File: config.mk
export PLATFORM = sky130hd
export DESIGN_NAME = mem_port_arbiter
export DESIGN_NICKNAME = d
export VERILOG_FILES = /design/src/rtl/mem_port_arbiter.sv
export SDC_FILE = /design/constraint.sdc
export NUM_CORES = 1
export LEC_CHECK = 0
export ABC_AREA = 0
export CAP_MARGIN = 15
export CORE_MARGIN = 1
export CORE_UTILIZATION = 34
export DETAILED_ROUTE_END_ITERATION = 16
export DONT_BUFFER_PORTS = 1
export PLACE_DENSITY_LB_ADDON = 0.2
export SYNTH_ARGS = -nofsm -noshare
export SYNTH_HDL_FRONTEND = slang
export SYNTH_SLANG_ARGS = --single-unit
File: constraint.sdc
create_clock -name clk -period 2.3 [get_ports clk]
set_clock_uncertainty 0.2 [all_clocks]
set_input_delay 0.69 -clock clk [delete_from_list [all_inputs] [get_ports clk]]
set_output_delay 0.69 -clock clk [all_outputs]
set_load 0.01 [all_outputs]
File: src/rtl/mem_port_arbiter.sv
// rtl/mem_port_arbiter.sv - arbitrates one 32-bit memory port between 64-bit fetch and 32-bit data access
// Optional stall counters: define ARB_PERF_EN.
module mem_port_arbiter #(
  parameter int unsigned STARVE_LIMIT = 4
) (
  input  logic        clk,
  input  logic        rst,
  input  logic        flush,
  input  logic        if_req,
  input  logic [31:0] if_addr,
  output logic        if_gnt,
  output logic        if_rvalid,
  output logic [63:0] if_rdata,
  input  logic        dm_req,
  input  logic        dm_we,
  input  logic [31:0] dm_addr,
  input  logic [31:0] dm_wdata,
  input  logic [3:0]  dm_wea,
  output logic        dm_gnt,
  output logic        dm_rvalid,
  output logic [31:0] dm_rdata,
  output logic        mem_req,
  output logic        mem_we,
  output logic [31:0] mem_addr,
  output logic [31:0] mem_wdata,
  output logic [3:0]  mem_wea,
  input  logic        mem_ready,
  input  logic        mem_rvalid,
  input  logic [31:0] mem_rdata,
`ifdef ARB_PERF_EN
  output logic [31:0] perf_if_stall,
  output logic [31:0] perf_dm_stall,
`endif
  output logic        busy
);

  typedef enum logic [2:0] {
    IDLE, D_REQ, D_RESP, F0_REQ, F0_RESP, F1_REQ, F1_RESP
  } state_t;

  localparam logic [3:0] LIMIT = 4'(STARVE_LIMIT);

  state_t      state, state_next;
  logic        grant_d, grant_f;
  logic [3:0]  starve;
  logic        drop;
  logic [31:0] fetch_lo;
  logic        in_fetch;
  logic        drop_now;

  assign in_fetch = (state == F0_REQ) || (state == F0_RESP) ||
                    (state == F1_REQ) || (state == F1_RESP);
  // A flush arriving in the same cycle as a response counts as already set.
  assign drop_now = drop || flush;
  assign mem_req  = (state == D_REQ) || (state == F0_REQ) || (state == F1_REQ);
  assign busy     = (state != IDLE);

  always_ff @(posedge clk or negedge rst) begin
    if (!rst) state <= IDLE;
    else      state <= state_next;
  end

  always_comb begin
    state_next = state;
    grant_d    = 1'b0;
    grant_f    = 1'b0;
    case (state)
      IDLE: begin
        if (dm_req && !(if_req && starve == LIMIT)) begin
          grant_d    = 1'b1;
          state_next = D_REQ;
        end else if (if_req) begin
          grant_f    = 1'b1;
          state_next = F0_REQ;
        end
      end
      D_REQ:   if (mem_ready)  state_next = mem_we ? IDLE : D_RESP;
      D_RESP:  if (mem_rvalid) state_next = IDLE;
      F0_REQ:  if (mem_ready)  state_next = F0_RESP;
      F0_RESP: if (mem_rvalid) state_next = drop_now ? IDLE : F1_REQ;
      F1_REQ:  if (mem_ready)  state_next = F1_RESP;
      F1_RESP: if (mem_rvalid) state_next = IDLE;
      default: state_next = IDLE;
    endcase
  end

  always_ff @(posedge clk or negedge rst) begin
    if (!rst) begin
      if_gnt    <= 1'b0;
      dm_gnt    <= 1'b0;
      if_rvalid <= 1'b0;
      dm_rvalid <= 1'b0;
      if_rdata  <= '0;
      dm_rdata  <= '0;
      mem_we    <= 1'b0;
      mem_addr  <= '0;
      mem_wdata <= '0;
      mem_wea   <= '0;
      fetch_lo  <= '0;
      starve    <= '0;
      drop      <= 1'b0;
    end else begin
      if_gnt    <= grant_f;
      dm_gnt    <= grant_d;
      if_rvalid <= 1'b0;
      dm_rvalid <= 1'b0;

      if (grant_d) begin
        mem_we    <= dm_we;
        mem_addr  <= dm_addr;
        mem_wdata <= dm_we ? dm_wdata : 32'h0;
        mem_wea   <= dm_we ? dm_wea : 4'h0;
        if (if_req && starve != LIMIT) starve <= starve + 4'd1;
      end

      if (grant_f) begin
        mem_we    <= 1'b0;
        mem_addr  <= if_addr & 32'hFFFF_FFF8;
        mem_wdata <= '0;
        mem_wea   <= '0;
        starve    <= '0;
      end

      if (state == D_RESP && mem_rvalid) begin
        dm_rdata  <= mem_rdata;
        dm_rvalid <= 1'b1;
      end

      if (state == F0_RESP && mem_rvalid) begin
        fetch_lo <= mem_rdata;
        mem_addr <= mem_addr + 32'd4;
      end

      if (state == F1_RESP && mem_rvalid && !drop_now) begin
        if_rdata  <= {mem_rdata, fetch_lo};
        if_rvalid <= 1'b1;
      end

      if (state != IDLE && state_next == IDLE) drop <= 1'b0;
      else if (in_fetch && flush)              drop <= 1'b1;
    end
  end

`ifdef ARB_PERF_EN
  always_ff @(posedge clk or negedge rst) begin
    if (!rst) begin
      perf_if_stall <= '0;
      perf_dm_stall <= '0;
    end else begin
      if (if_req && !if_gnt) perf_if_stall <= perf_if_stall + 32'd1;
      if (dm_req && !dm_gnt) perf_dm_stall <= perf_dm_stall + 32'd1;
    end
  end
`endif

endmodule

==> out/qor.txt, run 1 <==
Leak = 4.84 nW
Path type of the worst min-delay path = input pin to async pin
Period utilization = 1.03
Clock-pin slew on the worst setup and hold paths = 0.06 ns
Fmax = 424 MHz
Synthesized Nets = 863
H-Tree Depth = 1
Tmin final = 2.36 ns
DRC viols = 0
Worst path arrival time = 1.47 ns
Largest net degree at the start of global routing = 210
Seq/Total Area, Yosys = 0.595
EDFF count, synth = 0
Pwr dens = 1430 nW/um2
HPWL Detailed = 15900 um
Ys flop type = dfrtp_1
Fill count = 2366
Distinct cells, synth = 56
Hold Fails Final Rpt = 209
Max Slew Vio Count = 0
Die Ht = 163 um
RD Place Congestion = 0.812
Worst slew margin = 0.726
Max-cap violations = 0
Ports = 311
Antenna diodes = 0
Placed cells = 1068
Post-layout nets = 913
Clk Latency, worst-skew pair = 0.52 ns
Die area = 26500 um2
Max IR drop VDD = 603 uV
Avg WL per Cell = 20.4 um
Hold slack = -0.326 ns
Layout Cells excl Fill = 1117
Post-route cell area = 10500 um2
Synth warnings = 0
Vias/cell = 5.36
Fraction of layout cells with a size suffix above 1 = 0.300
Detailed Routing Iterations Pass 1 = 4
Row cnt = 58
Vias = 5990
Clk sinks = 209
Clock Tree Buf Depth = 3
CTS tree = built
Status = complete, but fails checks
CTS root buffer = clkbuf_16
Worst Setup End Kind = output pin
Register bit total from synthesis = 209
Inserted Clock Buffers = 24
Critical R2R Launch = state[1]
Antenna-violating nets left = 0
Core area = 25300 um2
Critical path launch point type = flip-flop
Total grt overflow = 0
Post-route setup slack = -0.0593 ns
Vias in the first global route = 6303
Setup crit start = state[2]
Global-route wire length before repair = 35400 um
Detailed Route WL = 22800 um
GRT Total Usage = 0.169
Initial Utilization = 0.348
Die Width = 163 um
Initial antenna violation count = 0
RSZ-0062 raised after global routing = true
Post-Synthesis Cell Area = 8790 um2
Finish-stage setup viols = 1
Violated checks = hold timing, setup timing
Async S/R FF share, synth = 1.00
DR iter-0 viols = 392
Port-buffer cells = 0
Worst Path Max Fanout = 4
Post-Syn Instances = 720
Crit Path Class = flip-flop to output pin
Mean Syn Cell Area = 12.2 um2
Required time of the critical path = 1.41 ns
Area growth from synthesis to layout = 19.3%
Worst-Margin Slew = 0.409 ns
Placed Area = 9540 um2
[final timing paths]
check	to	slack [ns]	cells after the start
worst min register to register	fetch_lo[2]	0.27	2
min in group clk	fetch_lo[24]	0.08	2
worst min-delay path	mem_addr[14]	-0.33	0
max in group asynchronous	if_rdata[3]	1.93	0
worst max register to register	mem_addr[29]	0.08	6
worst max-delay path	busy	-0.06	2
[cells in the final DEF (no fill, tap or decap), drive strengths merged, types with 12 or more instances in the layout]
cell	count
dfrtp	209
a22o	39
nor3	17
nand3	15
mux2	102
nand2	132
a211oi	12
buf	67
nor2	24
clkbuf	32
o21ai	13
[where the power goes]
| group | total (mW) | leakage [nW] | internal (mW) | switching [mW] |
|---|---|---|---|---|
| combinational | 4.21 | 1.76 | 2.15 | 2.07 |
| clock | 3.90 | 0.413 | 2.39 | 1.51 |
| sequential | 6.84 | 2.67 | 5.19 | 1.65 |
[logic make-up (layout without fill, tap and decap cells)]
| group | count (synthesis) | after routing | share of synthesized area |
|---|---|---|---|
| flops | 209 | 209 | 0.595 |
| mux | 111 | 111 | 0.141 |
| simple gates | 234 | 234 | 0.128 |
| compound gates | 112 | 112 | 0.0998 |
| buf+inv | 49 | 116 | 0.0303 |
| fa+ha+maj | 3 | 3 | 0.00427 |
| xor+xnor | 2 | 2 | 0.00199 |
[worst max-delay path, stage by stage (launching register included)]
cell	delay [ns]
dfrtp_2	0.43
or3_4	0.38
buf_6	0.15
[Yosys cell counts (9+ instances only)]
cell type | number | area, um2
nand3_1 | 15 | 75.1
a21oi_1 | 9 | 45.0
nand2_1 | 132 | 495
dfrtp_1 | 209 | 5230
mux2_2 | 102 | 1150
nor3_1 | 17 | 85.1
a211oi_1 | 12 | 90.1
clkbuf_1 | 15 | 56.3
buf_2 | 20 | 100
nor2_1 | 23 | 86.3
mux2i_1 | 9 | 90.1
o21ai_0 | 13 | 65.1
a22o_1 | 39 | 342
[flip-flops by register name (all words and copies together) (netlist names), 3 cells and up]
| signal | cells |
|---|---|
| dm_rdata | 32 |
| fetch_lo | 32 |
| if_rdata | 64 |
| mem_addr | 32 |
| mem_wdata | 32 |
| mem_wea | 4 |
| starve | 4 |
| state | 3 |
[metrics by stage]
stage          power [mW]  setup WS (ns)   util  setup TNS, ns  hold slack (ns)
3_5_place_dp         11.0         -0.119  0.378         -0.335            0.200
6_report             15.0        -0.0593  0.415        -0.0593           -0.326
3_3_place_gp         10.8        -0.0846  0.378         -0.179            0.200
5_1_grt              15.9         -0.103  0.415         -0.133           -0.362
4_1_cts              15.1        -0.0864  0.413         -0.137           -0.356
2_1_floorplan        9.38        -0.0398      -        -0.0398            0.194
[repair_timing]
action | 4_1_cts | 5_1_grt
cloned | 0 | 1
setup endpoints to repair | 3 | 38
pin swaps | 0 | 4
hold endpoints to repair | 209 | 209
gates resized for setup | 9 | 8
setup buffers | 2 | 3
[routing by layer]
metal / share of wire / GRT usage
met1: 0.39 / 0.202
met2: 0.48 / 0.284
met3: 0.099 / 0.0586
met4: 0.029 / 0.0556
met5: 0 / 0
[cell type report]
class	count	area, um2	area share
flip-flops and latches	209	5230	0.499
multi-input cells	462	3360	0.320
clock buffers	32	712	0.0679
repair buffers	68	637	0.0607
well taps	330	413	0.0394
clock inverters	11	111	0.0106
inverters	5	23.8	0.00227
Power figures use the tool's default switching activity.
==> run 2: changes to the inputs <==
==> constraint.sdc (replaced) <==
create_clock -name clk -period 1.9 [get_ports clk]
set_clock_uncertainty 0.2 [all_clocks]
set_input_delay 0.57 -clock clk [delete_from_list [all_inputs] [get_ports clk]]
set_output_delay 0.57 -clock clk [all_outputs]
set_load 0.01 [all_outputs]
==> run 2 against run 1 <==
  * The flow still finishes with violations (hold timing, setup timing)
  * Final cell count grew 14%
  * Sequential cell count is the same
  * Worst setup slack worse by 0.33 ns
  * Die area unchanged
  * Utilization rose by 9.5 points
  * First-iteration DRC count down 9.9%
  * Power grew 40%
  * Global-route usage is 2.7 points higher
  * Critical path type is now flip-flop to flip-flop
  * Critical endpoint is now mem_addr[15]
==> out/qor.txt, run 2 (synthesized netlist as in run 1, its figures left out) <==
Status = complete, but fails checks
Violated checks = hold timing, setup timing
Clock Tree Buf Depth = 3
Commonest cells after routing, fill and taps aside = dfrtp_1, nand2_1, buf_4
Area of the multi-input gates = 3840 um2
Core area = 25300 um2
Row cnt = 58
Reg-to-reg slack, setup = -0.39 ns
Path type of the worst min-delay path = input pin to async pin
Die area = 26500 um2
Hold Fails Final Rpt = 209
Largest net degree at the start of global routing = 210
Vias/cell = 5.33
Max reg flops = 64
RD Place Congestion = 0.829
Post-layout nets = 1067
Worst Setup End Kind = flip-flop
Finish-stage setup viols = 170
Fin util = 0.510
GRT Total Usage = 0.197
Antenna diodes = 0
Clk sinks = 209
Period utilization = 1.20
HPWL Detailed = 16000 um
Max IR drop VDD = 719 uV
Post-route setup slack = -0.386 ns
Global-route wire length before repair = 40700 um
Worst Path Max Fanout = 6
DRC viols = 0
Clk Latency, worst-skew pair = 0.52 ns
Inserted Clock Buffers = 23
Post-route cell area = 12900 um2
Initial antenna violation count = 0
CTS root buffer = clkbuf_16
Avg WL per Cell = 21.8 um
RSZ-0062 raised after global routing = true
Leak = 5.94 nW
Fmax = 437 MHz
Critical R2R Launch = state[0]
Fraction of layout cells with a size suffix above 1 = 0.387
Tmin final = 2.29 ns
Total power = 20.9 mW
Fin Setup TNS = -38.69 ns
Initial Utilization = 0.348
Worst slew margin = 0.706
Die Width = 163 um
Pwr dens = 1630 nW/um2
Ports = 311
Area growth from synthesis to layout = 46.6%
Max-cap violations = 0
Hold slack = -0.453 ns
Setup WS pre-CTS = -0.309 ns
CTS tree = built
RR Endpoint = mem_addr[15]
Register Area = 5240 um2
Crit Path Class = flip-flop to flip-flop
Antenna-violating nets left = 0
Worst path arrival time = 2.46 ns
Critical path launch point type = flip-flop
Placed Area = 9840 um2
Commonest non-fill, non-tap cell in the layout = dfrtp_1
Die Ht = 163 um
DR iter-0 viols = 353
Clock-pin slew on the worst setup and hold paths = 0.07 ns
Detailed Routing Iterations Pass 1 = 4
Port-buffer cells = 0
Vias in the first global route = 7142
Total grt overflow = 0
Fill count = 2182
Vias = 6756
Worst-Margin Slew = 0.441 ns
Required time of the critical path = 2.08 ns
Detailed Route WL = 27600 um
Most flop-heavy register = if_rdata
H-Tree Depth = 1
Max Slew Vio Count = 0
Reg2reg path depth = 6
## run 2: cell count changes in the layout (fill, tap and decap cells not counted), moves of 11 or more
cell,delta
mux2_2,-41
buf_6,+23
dlygate4sd3_1,+68
o21ai_0,-11
buf_16,+12
buf_4,+29
mux2_4,+41
## run 2: worst max path at each step
stage | start | endpoint | slack, ns | cells past startpoint
after floorplan | if_req | mem_addr[15] | -0.32 | 5
after global placement | if_req | mem_addr[15] | -0.31 | 5
after detailed placement | if_req | mem_addr[15] | -0.31 | 5
after CTS | state[2] | busy | -0.38 | 2
after global routing | state[0] | mem_addr[15] | -0.45 | 6
final | state[0] | mem_addr[15] | -0.39 | 6
## run 2: timing repair
| item | CTS | global route |
|---|---|---|
| setup endpoints to repair | 155 | 207 |
| pin swaps | 24 | 20 |
| gates resized for setup | 112 | 74 |
| setup buffers | 33 | 18 |
| cloned | 18 | 4 |
| hold buffers | 67 | 1 |
| hold endpoints to repair | 334 | 210 |
## run 2: cell type report
type | count | share of cell area
Clock buffer | 35 | 0.0544
Clock inverter | 4 | 0.00592
Inverter | 5 | 0.00243
Multi-Input combinational cell | 462 | 0.298
Sequential cell | 209 | 0.406
Tap cell | 330 | 0.0320
Timing Repair Buffer | 223 | 0.201
## run 2: worst max-delay path: stages (launching register included)
cell      delay (ns)
dfrtp_1         0.41
buf_4           0.14
or4b_4          0.47
nand2b_4        0.19
clkinv_8        0.08
mux2_4          0.31
a221o_1         0.34
## run 2: power breakdown
part / switching, mW / internal, mW / leakage (nW) / total [mW]
Clock: 1.78 / 2.79 / 0.379 / 4.57
Combinational: 3.59 / 4.57 / 2.89 / 8.16
Sequential: 1.93 / 6.29 / 2.67 / 8.22
## run 2: stage by stage
stage               hold slack, ns  cells
floorplan                   0.0744    720
global placement            0.0794   1097
detailed placement          0.0773   1097
CTS                         -0.481   1254
global route                -0.478   1268
finish                      -0.453   1268
## run 2: layer usage
metal,global-route usage,up-vias,share of wire
met2,0.333,223,0.50
met3,0.0405,45,0.063
met1,0.249,3481,0.41
met5,0,-,0
li1,-,3007,-
met4,0.0658,0,0.022
